File: src/rtl/ip_tx_arbiter.sv
// ip_tx_arbiter: N-channel request arbiter and data mux in front of ip_tx.
// Optional REQ/XFER watchdog enabled by `define IP_TX_ARB_TIMEOUT_EN.
module ip_tx_arbiter #(
  parameter int NUM_CH      = 4,
  parameter int ARB_MODE    = 0,
  parameter int TIMEOUT_CYC = 4096
) (
  input  logic                   clk,
  input  logic                   rst,
  input  logic [NUM_CH-1:0]      ch_tx_req,
  input  logic [NUM_CH-1:0]      ch_tx_ready,
  input  logic [8*NUM_CH-1:0]    ch_tx_data,
  input  logic [8*NUM_CH-1:0]    ch_proto,
  input  logic [16*NUM_CH-1:0]   ch_len,
  output logic [NUM_CH-1:0]      ch_tx_ack,
  input  logic                   ip_tx_ack,
  input  logic                   mac_send_end,
  output logic                   ip_tx_req,
  output logic                   ip_tx_ready,
  output logic [7:0]             ip_tx_data,
  output logic [7:0]             ip_send_type,
  output logic [15:0]            ip_send_data_length,
  output logic [2:0]             grant_id,
  output logic                   busy,
  output logic                   timeout_err
);

  localparam logic [1:0] S_IDLE = 2'd0;
  localparam logic [1:0] S_REQ  = 2'd1;
  localparam logic [1:0] S_XFER = 2'd2;
  localparam logic [1:0] S_GAP  = 2'd3;

  logic [1:0]   state;
  logic [1:0]   state_nxt;
  logic [2:0]   rr_ptr;
  logic [2:0]   win_id;
  logic [7:0]   req_pad;
  logic [7:0]   rdy_pad;
  logic [63:0]  data_pad;
  logic [63:0]  proto_pad;
  logic [127:0] len_pad;
  logic [7:0]   ack_vec;
  logic         wd_fire;

  // Channel buses widened to the 8-channel maximum so a 3-bit index is exact
  assign req_pad   = 8'(ch_tx_req);
  assign rdy_pad   = 8'(ch_tx_ready);
  assign data_pad  = 64'(ch_tx_data);
  assign proto_pad = 64'(ch_proto);
  assign len_pad   = 128'(ch_len);
  assign ack_vec   = 8'd1 << grant_id;
  assign busy      = (state != S_IDLE);

  // Winner search: scan starts at rr_ptr (round-robin) or ch0 (priority)
  always_comb begin
    logic       found;
    logic [3:0] cand;
    win_id = '0;
    found  = 1'b0;
    cand   = '0;
    for (int k = 0; k < NUM_CH; k++) begin
      if (ARB_MODE == 1) begin
        cand = 4'(k);
      end else begin
        cand = {1'b0, rr_ptr} + 4'(k);
        if (cand >= 4'(NUM_CH))
          cand = cand - 4'(NUM_CH);
      end
      if (!found && req_pad[cand[2:0]]) begin
        found  = 1'b1;
        win_id = cand[2:0];
      end
    end
  end

  // Next-state: ack outranks a stale mac_send_end while in REQ
  always_comb begin
    state_nxt = state;
    unique case (state)
      S_IDLE: if (|ch_tx_req) state_nxt = S_REQ;
      S_REQ: begin
        if (ip_tx_ack)    state_nxt = S_XFER;
        else if (wd_fire) state_nxt = S_GAP;
      end
      S_XFER: if (mac_send_end || wd_fire) state_nxt = S_GAP;
      S_GAP:  state_nxt = S_IDLE;
      default: state_nxt = S_IDLE;
    endcase
  end

`ifdef IP_TX_ARB_TIMEOUT_EN
  logic [15:0] wd_cnt;
  logic        wd_hit;

  assign wd_hit  = ((state == S_REQ) || (state == S_XFER)) &&
                   (wd_cnt == 16'(TIMEOUT_CYC - 1));
  assign wd_fire = wd_hit &&
                   !((state == S_REQ) && ip_tx_ack) &&
                   !((state == S_XFER) && mac_send_end);

  // Watchdog counts cycles spent in one waiting state
  always_ff @(posedge clk) begin
    if (rst)
      wd_cnt <= '0;
    else if (state_nxt != state)
      wd_cnt <= '0;
    else if ((state == S_REQ) || (state == S_XFER))
      wd_cnt <= wd_cnt + 16'd1;
  end

  // One-cycle error pulse coincides with the forced GAP
  always_ff @(posedge clk) begin
    if (rst)
      timeout_err <= 1'b0;
    else
      timeout_err <= wd_fire;
  end
`else
  logic cfg_unused;

  assign cfg_unused  = |16'(TIMEOUT_CYC);
  assign wd_fire     = 1'b0;
  assign timeout_err = 1'b0;
`endif

  // Grant latch, ip_tx handshake, data mux and round-robin pointer
  always_ff @(posedge clk) begin
    if (rst) begin
      state               <= S_IDLE;
      rr_ptr              <= '0;
      grant_id            <= '0;
      ip_send_type        <= '0;
      ip_send_data_length <= '0;
      ip_tx_req           <= 1'b0;
      ch_tx_ack           <= '0;
      ip_tx_ready         <= 1'b0;
      ip_tx_data          <= '0;
    end else begin
      state       <= state_nxt;
      ch_tx_ack   <= '0;
      ip_tx_ready <= 1'b0;
      ip_tx_data  <= '0;
      unique case (state)
        S_IDLE: begin
          if (|ch_tx_req) begin
            grant_id            <= win_id;
            ip_send_type        <= proto_pad[{win_id, 3'b000} +: 8];
            ip_send_data_length <= len_pad[{win_id, 4'b0000} +: 16];
            ip_tx_req           <= 1'b1;
          end
        end
        S_REQ: begin
          if (ip_tx_ack) begin
            ip_tx_req <= 1'b0;
            ch_tx_ack <= ack_vec[NUM_CH-1:0];
          end else if (wd_fire) begin
            ip_tx_req <= 1'b0;
          end
        end
        S_XFER: begin
          if (!(mac_send_end || wd_fire)) begin
            ip_tx_ready <= rdy_pad[grant_id];
            ip_tx_data  <= data_pad[{grant_id, 3'b000} +: 8];
          end
        end
        S_GAP: begin
          rr_ptr <= (grant_id == 3'(NUM_CH - 1)) ? 3'd0
                                                 : grant_id + 3'd1;
        end
        default: ;
      endcase
    end
  end

endmodule

File: config.mk
export PLATFORM = sky130hd
export DESIGN_NAME = ip_tx_arbiter
export DESIGN_NICKNAME = d
export VERILOG_FILES = /design/src/rtl/ip_tx_arbiter.sv
export SDC_FILE = /design/constraint.sdc
export NUM_CORES = 1
export LEC_CHECK = 0
export ABC_AREA = 1
export BUFFER_PORTS_ARGS = -buffer_cell sky130_fd_sc_hd__buf_2
export CAP_MARGIN = 40
export CORE_UTILIZATION = 45
export DETAILED_ROUTE_END_ITERATION = 10
export PLACE_DENSITY = 0.81
export SLEW_MARGIN = 10
export SYNTH_ARGS = -nofsm -noshare
export SYNTH_HDL_FRONTEND = slang
export SYNTH_SLANG_ARGS = --single-unit
export TNS_END_PERCENT = 5
File: constraint.sdc
create_clock -name clk -period 2.52 [get_ports clk]
set_input_delay 0.126 -clock clk [delete_from_list [all_inputs] [get_ports clk]]
set_output_delay 0.126 -clock clk [all_outputs]
set_load 0.005 [all_outputs]
Word level (Yosys, flattened, before mapping)
Cells that the tools add are included.

Flip-flop bits (word level): 46. Bits in latches: 0. Memory bits (writable): 0. Bits in read-only memories: 0. Input port bits: 140. Output and inout port bits: 43. Logic and storage cells: 84. Memories kept: 0.

$add $sub $neg: 8. $mul: 0. Div/mod/pow operators: 0. $lt $le $gt $ge: 9. Equality and inequality tests: 7. Shift-type cells: 4. Mux-type cells: 29. Bitwise gates (word level): 3. Reduce and logical (&&, ||, !) cells: 15.

Operator list (number): 128-bit by 8-bit indexed part select with 16-bit output (1); 64-bit by 7-bit indexed part select with 8-bit output (2); 3-bit two-way mux (9); 3-bit by 4-bit < comparator with 1-bit output (second input constant) (5); 1-bit binary-select mux with 3-bit select (5); 4-bit by 3-bit >= comparator with 1-bit output (second input constant) (3); 3-bit subtractor (second input constant) (4); 1-bit two-way mux (10); 3-bit by 2-bit adder with 4-bit output (second input constant) (2); 2-bit one-hot mux with 4 select lines (1); 2-bit two-way mux (3); 2-bit != test (second input constant) (3); 3-bit AND reduction (2); 3-bit OR reduction (2); 3-bit by 1-bit adder with 4-bit output (second input constant) (1); 2-bit equality test (second input constant) (2); 2-bit nonzero test (2); 4-bit OR reduction (1); 1-bit by 3-bit left shift with 4-bit output (first input constant) (1); 3-bit by 1-bit adder with 3-bit output (second input constant) (1); 3-bit by 2-bit equality test with 1-bit output (second input constant) (1); 3-bit >= comparator (second input constant) (1); 1-bit logical AND (3); 1-bit zero test (3); 5 further kinds (7).

Longest topological paths before layout
Word-level depth: 15. Mapped depth: 18. Depth with buffers taken out: 16.

Least setup slack after synthesis
OpenSTA, ideal clock, no wires.

Path kind: register to register. From: register rr_ptr[0]. To: register ip_send_data_length[9]. Library setup time: 0.109 ns. Arrival: 1.948 ns. Required time: 2.411 ns. Path slack: 0.463 ns. Stages on the path, launching flop included: 18. Buffers on the path: 3. Clock period less this slack: 2.057 ns. Cells stage by stage: dfxtp_1 -> buf_6 -> inv_6 -> ha_1 -> inv_1 -> nand3_2 -> nand3_2 -> nand2_2 -> nor2_4 -> nand3_2 -> nand2_2 -> buf_6 -> buf_6 -> nand2_1 -> nand3_1 -> nand3_1 -> nand2_1 -> inv_1.

Cells in the longest elaborated chain, start to end: 15. Elaborated cells between the ends (all ways): 37. Classes of those cells: add/sub: 7; order compare: 4; shift: 1; mux: 19; reduce/logical: 6.

Ends and longest elaborated chain: start, declared (RTL line 35) `logic [2:0] rr_ptr;`; start signal, assigned (RTL line 167) `rr_ptr <= (grant_id == 3'(NUM_CH - 1)) ? 3'd0`; parallel branches: the longest is 13 deep, another holds 3-bit by 1-bit adder with 4-bit output; 3-bit two-way mux * (RTL line 69) `if (!found && req_pad[cand[2:0]]) begin`; 128-bit by 8-bit indexed part select with 16-bit output * (RTL line 148) `ip_send_data_length <= len_pad[{win_id, 4'b0000} +: 16];`; end signal, assigned (RTL line 148); end, declared (RTL line 22) `output logic [15:0] ip_send_data_length,`.

Mark *: on every way between the ends. The select of a mux whose other input is x is not followed. A chain may end at the register's enable or synchronous reset.

Final worst setup path
From: register rr_ptr[1]. To: register ip_send_data_length[0].

The elaborated chain is that of the path after synthesis.

==> flow_summary_export.csv <==
group,metric,value,unit
status,status,"complete, no violations",
logic_synthesis,synth.distinct_cells,26,
clocking,cts_sinks,46,
floorplanning,fp-row-count,31,
power_and_ir_drop,power.density,1100,nW/µm²
critical_path,critPathMaxFanout,10,
route,drc,0,
cells_and_area,drive_above_1_share,0.310,
critical_path,rrSetupSlack,200,ps
critical_path,start_kind,"register",
logic_synthesis,synthCells,566,
timing,max_freq,431,MHz
placed_design,portBuffers,181,
route,viasPerCell,4.89,
power_and_ir_drop,ir_worst_vdd,572,µV
timing,tightest_slew,595,ps
power_and_ir_drop,fin_total_pwr,4.83,mW
clocking,cts_tree,"built",
clocking,cts_buffer_depth,2,
cells_and_area,nNetsFinal,879,
grt,grt_overflow_total,0,
timing,holdWs,98.5,ps
clocking,cts.hold.buffers_added,0,
critical_path,worstPathArrival,2520,ps
grt,grt_pass1_vias,3352,
route,postRouteAntennaNets,0,
floorplanning,fp.dieArea,7780,µm²
grt,antenna_found_initial,0,
logic_synthesis,netlist.area_leader.share,0.275,
logic_synthesis,syn_avg_cell_area,5.91,µm²
cells_and_area,syn_to_final_growth,31.4,%
logic_synthesis,syn-num-nets,713,
route,drt-pass1-iter-count,4,
clocking,cts_buffers,5,
grt,grt_pass1_wl,14400,µm
timing,fin_worst_skew,7.37,ps
timing,fin_crit_sh,0.921,
cells_and_area,num-fill-cells,707,
timing,slew_violations,0,
clocking,path_clk_slew,90,ps
grt,grt_usage,0.233,
cells_and_area,final_cell_mix,"181 x buf_2, 151 x nand2_1, 86 x nor2_1, 80 x nand3_1, 62 x inv_1",
route,wire_per_inst,11.6,µm
route,drt_iter0_markers,193,
logic_synthesis,synth_largest_area_cell,"dfxtp_1",
worst_hold_path,hold_path.class,"primary input to register",
logic_synthesis,ys_ff_latch,46,
critical_path,critical_path_required,2720,ps
logic_synthesis,ys.warnings.count,0,
cells_and_area,final_common_cell,"buf_2",
placed_design,dp_hpwl,7220,µm
clocking,cts-root-buf,"clkbuf_8",
cells_and_area,diodes,0,
clocking,clkLatencyLatePin,300,ps
critical_path,path_class,"register to register",
power_and_ir_drop,p_leak,2.60,nW
cells_and_area,final_area,4390,µm²
placed_design,place_area,4250,µm²
logic_synthesis,ys_seq_area_frac,0.275,
route,vias,4068,
timing,setup_viol,0,
floorplanning,core,7210,µm²
placed_design,gp_congestion,0.889,
floorplanning,io-pin-count,183,
floorplanning,die-height,88.2,µm
timing,relSlewSlack,0.599,
floorplanning,initial_utilization,0.464,
clocking,h-tree-depth,2,
route,wl,9690,µm
job,cap_violations,0,
floorplanning,die_x,88.2,µm
timing,min_period,2320,ps
logic_synthesis,synth_area,3340,µm²
critical_path,endpoint_kind,"register",
grt,grt_start_max_net_pins,46,
timing,finalHoldViolCount,0,
logic_synthesis,synthTopCellsByArea,"dfxtp_1 28%, nand2_1 17%, nand3_1 12%",
what timing repair did:
| item | in CTS | in global routing |
|---|---|---|
| gates resized for setup | 0 | 8 |
| setup buffers | 0 | 0 |
| setup endpoints to repair | 0 | 24 |
worst max-delay path: stages, from the launching register on:
cell	delay [ps]
dfxtp_2	350
inv_2	120
ha_2	320
inv_1	100
nand3_2	100
nand3_2	110
nand2_2	80
nor2_4	100
nand3_1	130
nand2_2	210
clkinvlp_4	280
nand2_1	130
nand3_1	70
nand2_1	80
inv_1	30
sequential cells by signal, summed over array words and instances (netlist names):
name	count
state	2
ch_tx_ack	4
ip_tx_req	1
rr_ptr	3
ip_send_type	8
ip_tx_data	8
grant_id	3
ip_tx_ready	1
ip_send_data_length	16
per-layer routing:
metal,vias up,share of wire,track usage
li1,2105,-,-
met1,1784,0.42,0.260
met2,167,0.50,0.438
met3,12,0.075,0.0504
met4,0,0.013,0.0748
met5,-,0,0
where the power goes:
part / internal [mW] / total, mW / switching, mW
Sequential: 0.956 / 1.10 / 0.144
Combinational: 1.16 / 3.18 / 2.02
Clock: 0.292 / 0.546 / 0.254
Total: 2.41 / 4.83 / 2.42
layout make-up:
type,count,area (µm²),share of cell area
Clock buffer,5,68.8,0.0157
Clock inverter,3,40.0,0.00911
Inverter,69,270,0.0615
Multi-Input combinational cell,417,1970,0.448
Sequential cell,46,923,0.210
Tap cell,99,124,0.0282
Timing Repair Buffer,191,985,0.224
Timing Repair inverter,2,12.5,0.00285
synthesized netlist by cell type:
| master | number |
|---|---|
| a211oi_1 | 2 |
| a21oi_1 | 18 |
| buf_2 | 9 |
| buf_4 | 3 |
| buf_6 | 7 |
| clkbuf_1 | 15 |
| clkinv_1 | 1 |
| conb_1 | 1 |
| dfxtp_1 | 46 |
| ha_1 | 7 |
| inv_1 | 63 |
| inv_2 | 3 |
| inv_4 | 1 |
| inv_6 | 1 |
| nand2_1 | 152 |
| nand2_2 | 5 |
| nand3_1 | 80 |
| nand3_2 | 6 |
| nand3b_1 | 21 |
| nand4_1 | 6 |
| nor2_1 | 88 |
| nor2_2 | 1 |
| nor2_4 | 2 |
| nor3_1 | 2 |
| nor4_1 | 1 |
| o21ai_0 | 25 |
worst paths after layout:
path,start,to,cells after the start
setup reg to reg,rr_ptr[1],ip_send_data_length[0],14
hold reg to reg,ip_tx_req,ip_tx_req,2
hold / removal,ch_tx_data[25],ip_tx_data[1],3
setup / recovery,rr_ptr[1],ip_send_data_length[0],14
kinds of logic after synthesis:
logic type                 after synthesis  synth area share
other                                    1           0.00112
buffers and inverters                  103             0.140
adders and majority gates                7            0.0262
AOI/OAI and AO/OA                       45            0.0688
DFF                                     46             0.275
and+or+nand+nor                        364             0.488
stage by stage:
stage	utilization	instances	setup TNS, ps	setup WS, ps
finish	0.609	832	0	198
global route	0.609	832	-408	-58.1
CTS	0.605	830	0	56.5
detailed placement	0.590	822	0	86.7
global placement	0.590	822	0	234
floorplan	-	566	0	463
No activity file was read; power rests on OpenSTA's default activity.
